==> src/rtl/main_dec_pkg.sv <==
// Shared encodings and the packed control word for the ARM main decoder.
// MAIN_DEC_ILLEGAL_OP_EN adds an illegal_op flag to the control word.
package main_dec_pkg;

    localparam logic [1:0] OP_DP  = 2'b00;
    localparam logic [1:0] OP_MEM = 2'b01;
    localparam logic [1:0] OP_BR  = 2'b10;

    localparam logic [1:0] IMM_8  = 2'b00;
    localparam logic [1:0] IMM_12 = 2'b01;
    localparam logic [1:0] IMM_24 = 2'b10;

`ifdef MAIN_DEC_ILLEGAL_OP_EN
    localparam int CTRL_W = 11;
`else
    localparam int CTRL_W = 10;
`endif

    typedef struct packed {
`ifdef MAIN_DEC_ILLEGAL_OP_EN
        logic       illegal_op;
`endif
        logic       branch;
        logic       mem_to_reg;
        logic       mem_w;
        logic       alu_src;
        logic [1:0] imm_src;
        logic       reg_w;
        logic [1:0] reg_src;
        logic       alu_op;
    } ctrl_t;

    localparam ctrl_t CTRL_NOP = ctrl_t'({CTRL_W{1'b0}});

endpackage

==> src/rtl/main_dec_logic.sv <==
// Combinational decode of Op/Funct5/Funct0 into the datapath control word.
// MAIN_DEC_ILLEGAL_OP_EN flags Op=11 in the control word.
module main_dec_logic
    import main_dec_pkg::*;
(
    input  logic [1:0] op,
    input  logic       funct5,
    input  logic       funct0,
    output ctrl_t      ctrl
);

    // Decode table; unused funct bits are deliberately ignored per opcode class
    always_comb begin
        ctrl = CTRL_NOP;
        case (op)
            OP_DP: begin
                ctrl.reg_w   = 1'b1;
                ctrl.alu_op  = 1'b1;
                ctrl.imm_src = IMM_8;
                if (funct5) begin
                    ctrl.alu_src = 1'b1;
                end else begin
                    ctrl.alu_src = 1'b0;
                end
            end
            OP_MEM: begin
                ctrl.alu_src = 1'b1;
                ctrl.imm_src = IMM_12;
                if (funct0) begin
                    ctrl.mem_to_reg = 1'b1;
                    ctrl.reg_w      = 1'b1;
                end else begin
                    // store reads the data register through the Rm port
                    ctrl.mem_w   = 1'b1;
                    ctrl.reg_src = 2'b10;
                end
            end
            OP_BR: begin
                ctrl.branch  = 1'b1;
                ctrl.alu_src = 1'b1;
                ctrl.imm_src = IMM_24;
                ctrl.reg_src = 2'b01;
            end
            default: begin
                ctrl = CTRL_NOP;
`ifdef MAIN_DEC_ILLEGAL_OP_EN
                ctrl.illegal_op = 1'b1;
`endif
            end
        endcase
    end

endmodule

==> src/rtl/arm_main_decoder.sv <==
// Registered main control decoder: outputs follow the inputs with one cycle latency.
// MAIN_DEC_ILLEGAL_OP_EN adds the IllegalOp output.
module arm_main_decoder
    import main_dec_pkg::*;
(
    input  logic       clk,
    input  logic       rst_n,
    input  logic [1:0] Op,
    input  logic       Funct5,
    input  logic       Funct0,
    output logic       Branch,
    output logic       MemtoReg,
    output logic       MemW,
    output logic       ALUSrc,
    output logic [1:0] ImmSrc,
    output logic       RegW,
    output logic [1:0] RegSrc,
`ifdef MAIN_DEC_ILLEGAL_OP_EN
    output logic       IllegalOp,
`endif
    output logic       ALUOp
);

    ctrl_t ctrl_s;
    ctrl_t ctrl_r;

    main_dec_logic u_logic (
        .op     (Op),
        .funct5 (Funct5),
        .funct0 (Funct0),
        .ctrl   (ctrl_s)
    );

    // Control word register; reset value is the NOP word
    always_ff @(posedge clk or negedge rst_n) begin
        if (!rst_n) begin
            ctrl_r <= CTRL_NOP;
        end else begin
            ctrl_r <= ctrl_s;
        end
    end

    assign Branch   = ctrl_r.branch;
    assign MemtoReg = ctrl_r.mem_to_reg;
    assign MemW     = ctrl_r.mem_w;
    assign ALUSrc   = ctrl_r.alu_src;
    assign ImmSrc   = ctrl_r.imm_src;
    assign RegW     = ctrl_r.reg_w;
    assign RegSrc   = ctrl_r.reg_src;
    assign ALUOp    = ctrl_r.alu_op;
`ifdef MAIN_DEC_ILLEGAL_OP_EN
    assign IllegalOp = ctrl_r.illegal_op;
`endif

endmodule

==> config.mk <==
export PLATFORM = sky130hd
export DESIGN_NAME = arm_main_decoder
export DESIGN_NICKNAME = d
export VERILOG_FILES = /design/src/rtl/main_dec_pkg.sv /design/src/rtl/main_dec_logic.sv /design/src/rtl/arm_main_decoder.sv
export SDC_FILE = /design/constraint.sdc
export NUM_CORES = 1
export LEC_CHECK = 0
export ABC_AREA = 1
export BUFFER_PORTS_ARGS = -buffer_cell sky130_fd_sc_hd__buf_2
export CORE_AREA = 2 2 39 41
export DETAILED_ROUTE_END_ITERATION = 10
export DIE_AREA = 0 0 41 43
export PLACE_DENSITY_LB_ADDON = 0.05
export SYNTH_ARGS = -nofsm -noshare
export SYNTH_HDL_FRONTEND = slang
export SYNTH_SLANG_ARGS = --single-unit
==> constraint.sdc <==
create_clock -name clk -period 0.8 [get_ports clk]
set_clock_uncertainty 0.2 [all_clocks]
set_input_delay 0.12 -clock clk [delete_from_list [all_inputs] [get_ports clk]]
set_output_delay 0.12 -clock clk [all_outputs]
set_load 0.02 [all_outputs]
### Word level (Yosys, flattened, before mapping)

Index checks and enable logic that the tools add are counted.
Widths: inputs -> output; s select.

| storage, ports and cells | value |
|---|---|
| output and inout bits | 10 |
| flip-flop bits (word level) | 10 |

| cells by class | value |
|---|---|
| eq/ne operators | 2 |
| muxes and demuxes | 10 |
| reduce and logical (&&, ||, !) cells | 1 |

Operators by type and width:

| operator | count |
|---|---|
| $pmux 3 s3 | 1 |
| $mux 1 | 5 |
| $mux 2 | 2 |
| $pmux 2 s2 | 1 |
| $eq 2x1->1 const B | 1 |
| $eq 2x2->1 const B | 1 |
| $logic_not 2->1 | 1 |
| $pmux 1 s2 | 1 |

### Longest topological paths before layout

| logic depth | value |
|---|---|
| depth after elaboration | 2 |
| mapped depth | 4 |
| gate-level depth less buffers | 4 |

### Hierarchy

Synthesis repeated with hierarchy kept, for this count alone.

| unflattened totals | value |
|---|---|
| cell total of the unflattened synthesis | 29 |
| area, all modules | 381.6 um2 |

Modules (own cells, without submodules):

| module | cells each | area each (um2) | times used | sequential area each (um2) |
|---|---|---|---|---|
| arm_main_decoder | 10 | 250.2 | 1 | 250.2 |
| main_dec_logic | 19 | 131.4 | 1 | 0.0 |

### Least setup slack after synthesis

Ideal clock, no wire load.

| path | value |
|---|---|
| path type | reg-to-output |
| start point | register ctrl_r, in the netlist ImmSrc[1] |
| end point | output port ImmSrc[1] |
| arrival | 627 ps |
| setup slack | -147 ps |
| stages on the path, launching flop included | 2 |
| cells stage by stage | dfrtp_1 > buf_4 |

RTL lines:

| item | RTL line | RTL |
|---|---|---|
| from (decl) | arm_main_decoder.sv:25 | `ctrl_t ctrl_r;` |
| from (signal assigned) | arm_main_decoder.sv:39 | `ctrl_r <= ctrl_s;` |
| to (decl) | arm_main_decoder.sv:15 | `output logic [1:0] ImmSrc,` |

No word-level cell between the ends.

==> results by group <==
Clocking
  • Root Buffer: clkbuf_4
  • Cts hold-fix bufs: 1
  • Longest Clk Path Bufs: 2
  • Clk pin slew, worst setup/hold paths: 0.05 ns
  • CTS tree: yes
  • Clk sinks: 8
  • H-tree Lvls: 1
  • CTS Buf Count: 3
  • Postcts setup bufs: 0

Critical path
  • CP endpoint kind: output port
  • CP Data Arrival Time: 0.80 ns
  • Type of the worst setup path: flip-flop to output port
  • Cell breakdown of the critical path: buf_2
  • Critical path fanouts, max: 3
  • Worst path depth: 1
  • CP peak stage delay: 0.40 ns
  • CP Data Required Time: 0.48 ns
  • Worst setup path startpoint: ImmSrc[1]
  • WP buf/inv: 1
  • Critical path endpoint: RegSrc[0]
  • CP delay by family, top: flip-flops
  • Startpoint types: flip-flop
  • Slowest CP cell: dfrtp_2

Run status
  • Outcome: finished with violations
  • Failing checks: hold timing, setup timing

Route
  • Initial DRC Count: 0
  • Final wirelength: 553 µm
  • Vias per cell: 3.74
  • DRT Pass-1 Iters: 1
  • Remaining antenna violation count: 0
  • Routed via count: 243
  • Remaining DRCs: 0
  • Post-DR wirelength/cell: 8.51 µm

Run
  • Count of max-cap constraint violations: 0

Synth
  • Post-synth ARST share: 100%
  • Yosys warning count: 0
  • Unique masters post-synth: 7
  • Synthesized cell area: 334 µm²
  • Top-area cell type share of the netlist area: 59.9%
  • Most used flip-flop cell after synthesis: dfrtp_1
  • Leading area contributor after synthesis: dfrtp_1
  • Post-Synthesis Cells: 28
  • Syn Area/Cell: 11.9 µm²
  • Synth top cells by count: dfrtp_1, inv_1, ha_1, nand2_1, buf_4
  • Mapped Nets: 39
  • Post-synth EDFFs: 0
  • Most common cell in the synthesized netlist: dfrtp_1
  • Synthesis-stage register bit count: 8
  • Sequential area share after synthesis: 59.9%
  • Ranking of synthesized cells by area: dfrtp_1, ha_1, inv_1

Layout
  • Core Util, Final: 38.5%
  • Area Overhead vs Synth: 59.6%
  • FF+latch area: 201 µm²
  • Layout Nets: 61
  • Filler cells: 142
  • Layout cells sized above 1: 57.1%
  • Multi-input logic area: 105 µm²
  • # diodes: 0

Die
  • Die width: 41 µm
  • Die height: 43 µm
  • Die area: 1760 µm²
  • Core footprint: 1380 µm²
  • Initial Util: 24.1%
  • # rows: 14
  • Io pins: 16

Place
  • PortBufs: 15
  • Routability cong.: 0.601

Timing
  • Final hold vios: 5
  • Endpoints failing setup: 10
  • Max-Slew Margin vs Limit: 88.4%
  • Part of the cycle the worst path needs: 140%
  • FMAX: 891 MHz
  • Hold WS: -0.0939 ns
  • Setup TNS: -2.79 ns
  • RSZ-0062 raised after global routing: true
  • Worst Setup Slack, final: -0.322 ns
  • Worst-Margin Slew: 0.173 ns
  • Final Max Tran Viols: 0
  • Final worst path period need: 1.12 ns

Global routing
  • GR Overflow Total: 0
  • Tot GR Track Use: 8.51%
  • Largest net degree at the start of global routing: 9
  • First-pass GRT wire length: 924 µm
  • Vias in the first global route: 266
  • Initial antenna violation count: 0

Min path
  • Worst min path class: input pin to flip-flop

Pwr
  • Worst VDD drop: 0.540 mV
  • Power density over the cells: 1740 nW/µm²
  • Pleak: 0.304 nW
per-stage QoR:
stage / hold slack [ns] / cell area [µm²] / cells / power [mW] / setup slack (ns)
after floorplan: -0.376 / 355 / 28 / 0.529 / -0.112
after global placement: -0.236 / 450 / 60 / 0.587 / -0.159
after detailed placement: -0.233 / 450 / 60 / 0.590 / -0.159
after CTS: -0.0916 / 531 / 65 / 0.948 / -0.330
after global routing: -0.0803 / 533 / 65 / 0.988 / -0.359
final: -0.0939 / 533 / 65 / 0.928 / -0.322
report_power, final:
group / leakage [nW] / total, mW / switching, mW / internal [mW]
Clock: 0.0150 / 0.316 / 0.126 / 0.190
Combinational: 0.187 / 0.174 / 0.0893 / 0.0846
Sequential: 0.102 / 0.438 / 0.0103 / 0.428
cell type report:
class	instances	share of cell area, %
sequential	8	37.8
timing repair buffer	19	28.9
inverter	7	4.93
multi-input combinational	11	19.7
clock buffer	4	4.93
tap	16	3.76
cell usage in the layout, fill, tap and decap left out, drive strengths merged:
| master | netlist | final |
|---|---|---|
| dfrtp | 8 | 8 |
| inv | 7 | 7 |
| buf | 2 | 18 |
| nand2 | 4 | 4 |
| ha | 5 | 5 |
| nor2 | 1 | 1 |
| a21oi | 1 | 1 |
| dlygate4sd3 | 0 | 1 |
| clkbuf | 0 | 4 |
routing by layer:
| layer | wire length, µm | up-vias | track usage, % |
|---|---|---|---|
| li1 | - | 120 | - |
| met1 | 195 | 108 | 6.95 |
| met2 | 299 | 13 | 14.1 |
| met3 | 43 | 2 | 1.57 |
| met4 | 14 | 0 | 10.0 |
| met5 | 0 | - | 0 |
sequential cells by signal, indices dropped and copies added, names as in the netlist:
name and cells:
RegSrc 1, MemtoReg 1, ALUSrc 1, RegW 1
ALUOp 1, ImmSrc 2, MemW 1
timing repair:
item | in CTS | in global routing
endpoints found under the hold margin | 13 | 5
cloned | 0 | 0
resized for setup | 14 | 1
pin swaps | 0 | 0
setup endpoints to repair | 10 | 10
worst min-delay path by stage:
stage                       from   endpoint  slack (ns)  cells past startpoint
after CTS                 Funct0   MemtoReg       -0.09                      3
after global placement     rst_n  ImmSrc[0]       -0.24                      1
after floorplan            rst_n      ALUOp       -0.38                      0
final                     Funct0   MemtoReg       -0.09                      3
after global routing      Funct0   MemtoReg       -0.08                      3
after detailed placement   rst_n  ImmSrc[0]       -0.23                      1
cells by family (layout without fill, tap and decap cells):
family,after synthesis,count (layout),share of synthesized area [%]
buffers and inverters,9,30,12.4
adders and majority gates,5,5,18.7
and+or+nand+nor,5,5,6.37
DFF,8,8,59.9
AOI/OAI and AO/OA,1,1,2.62
No activity file was read; power rests on OpenSTA's default activity.
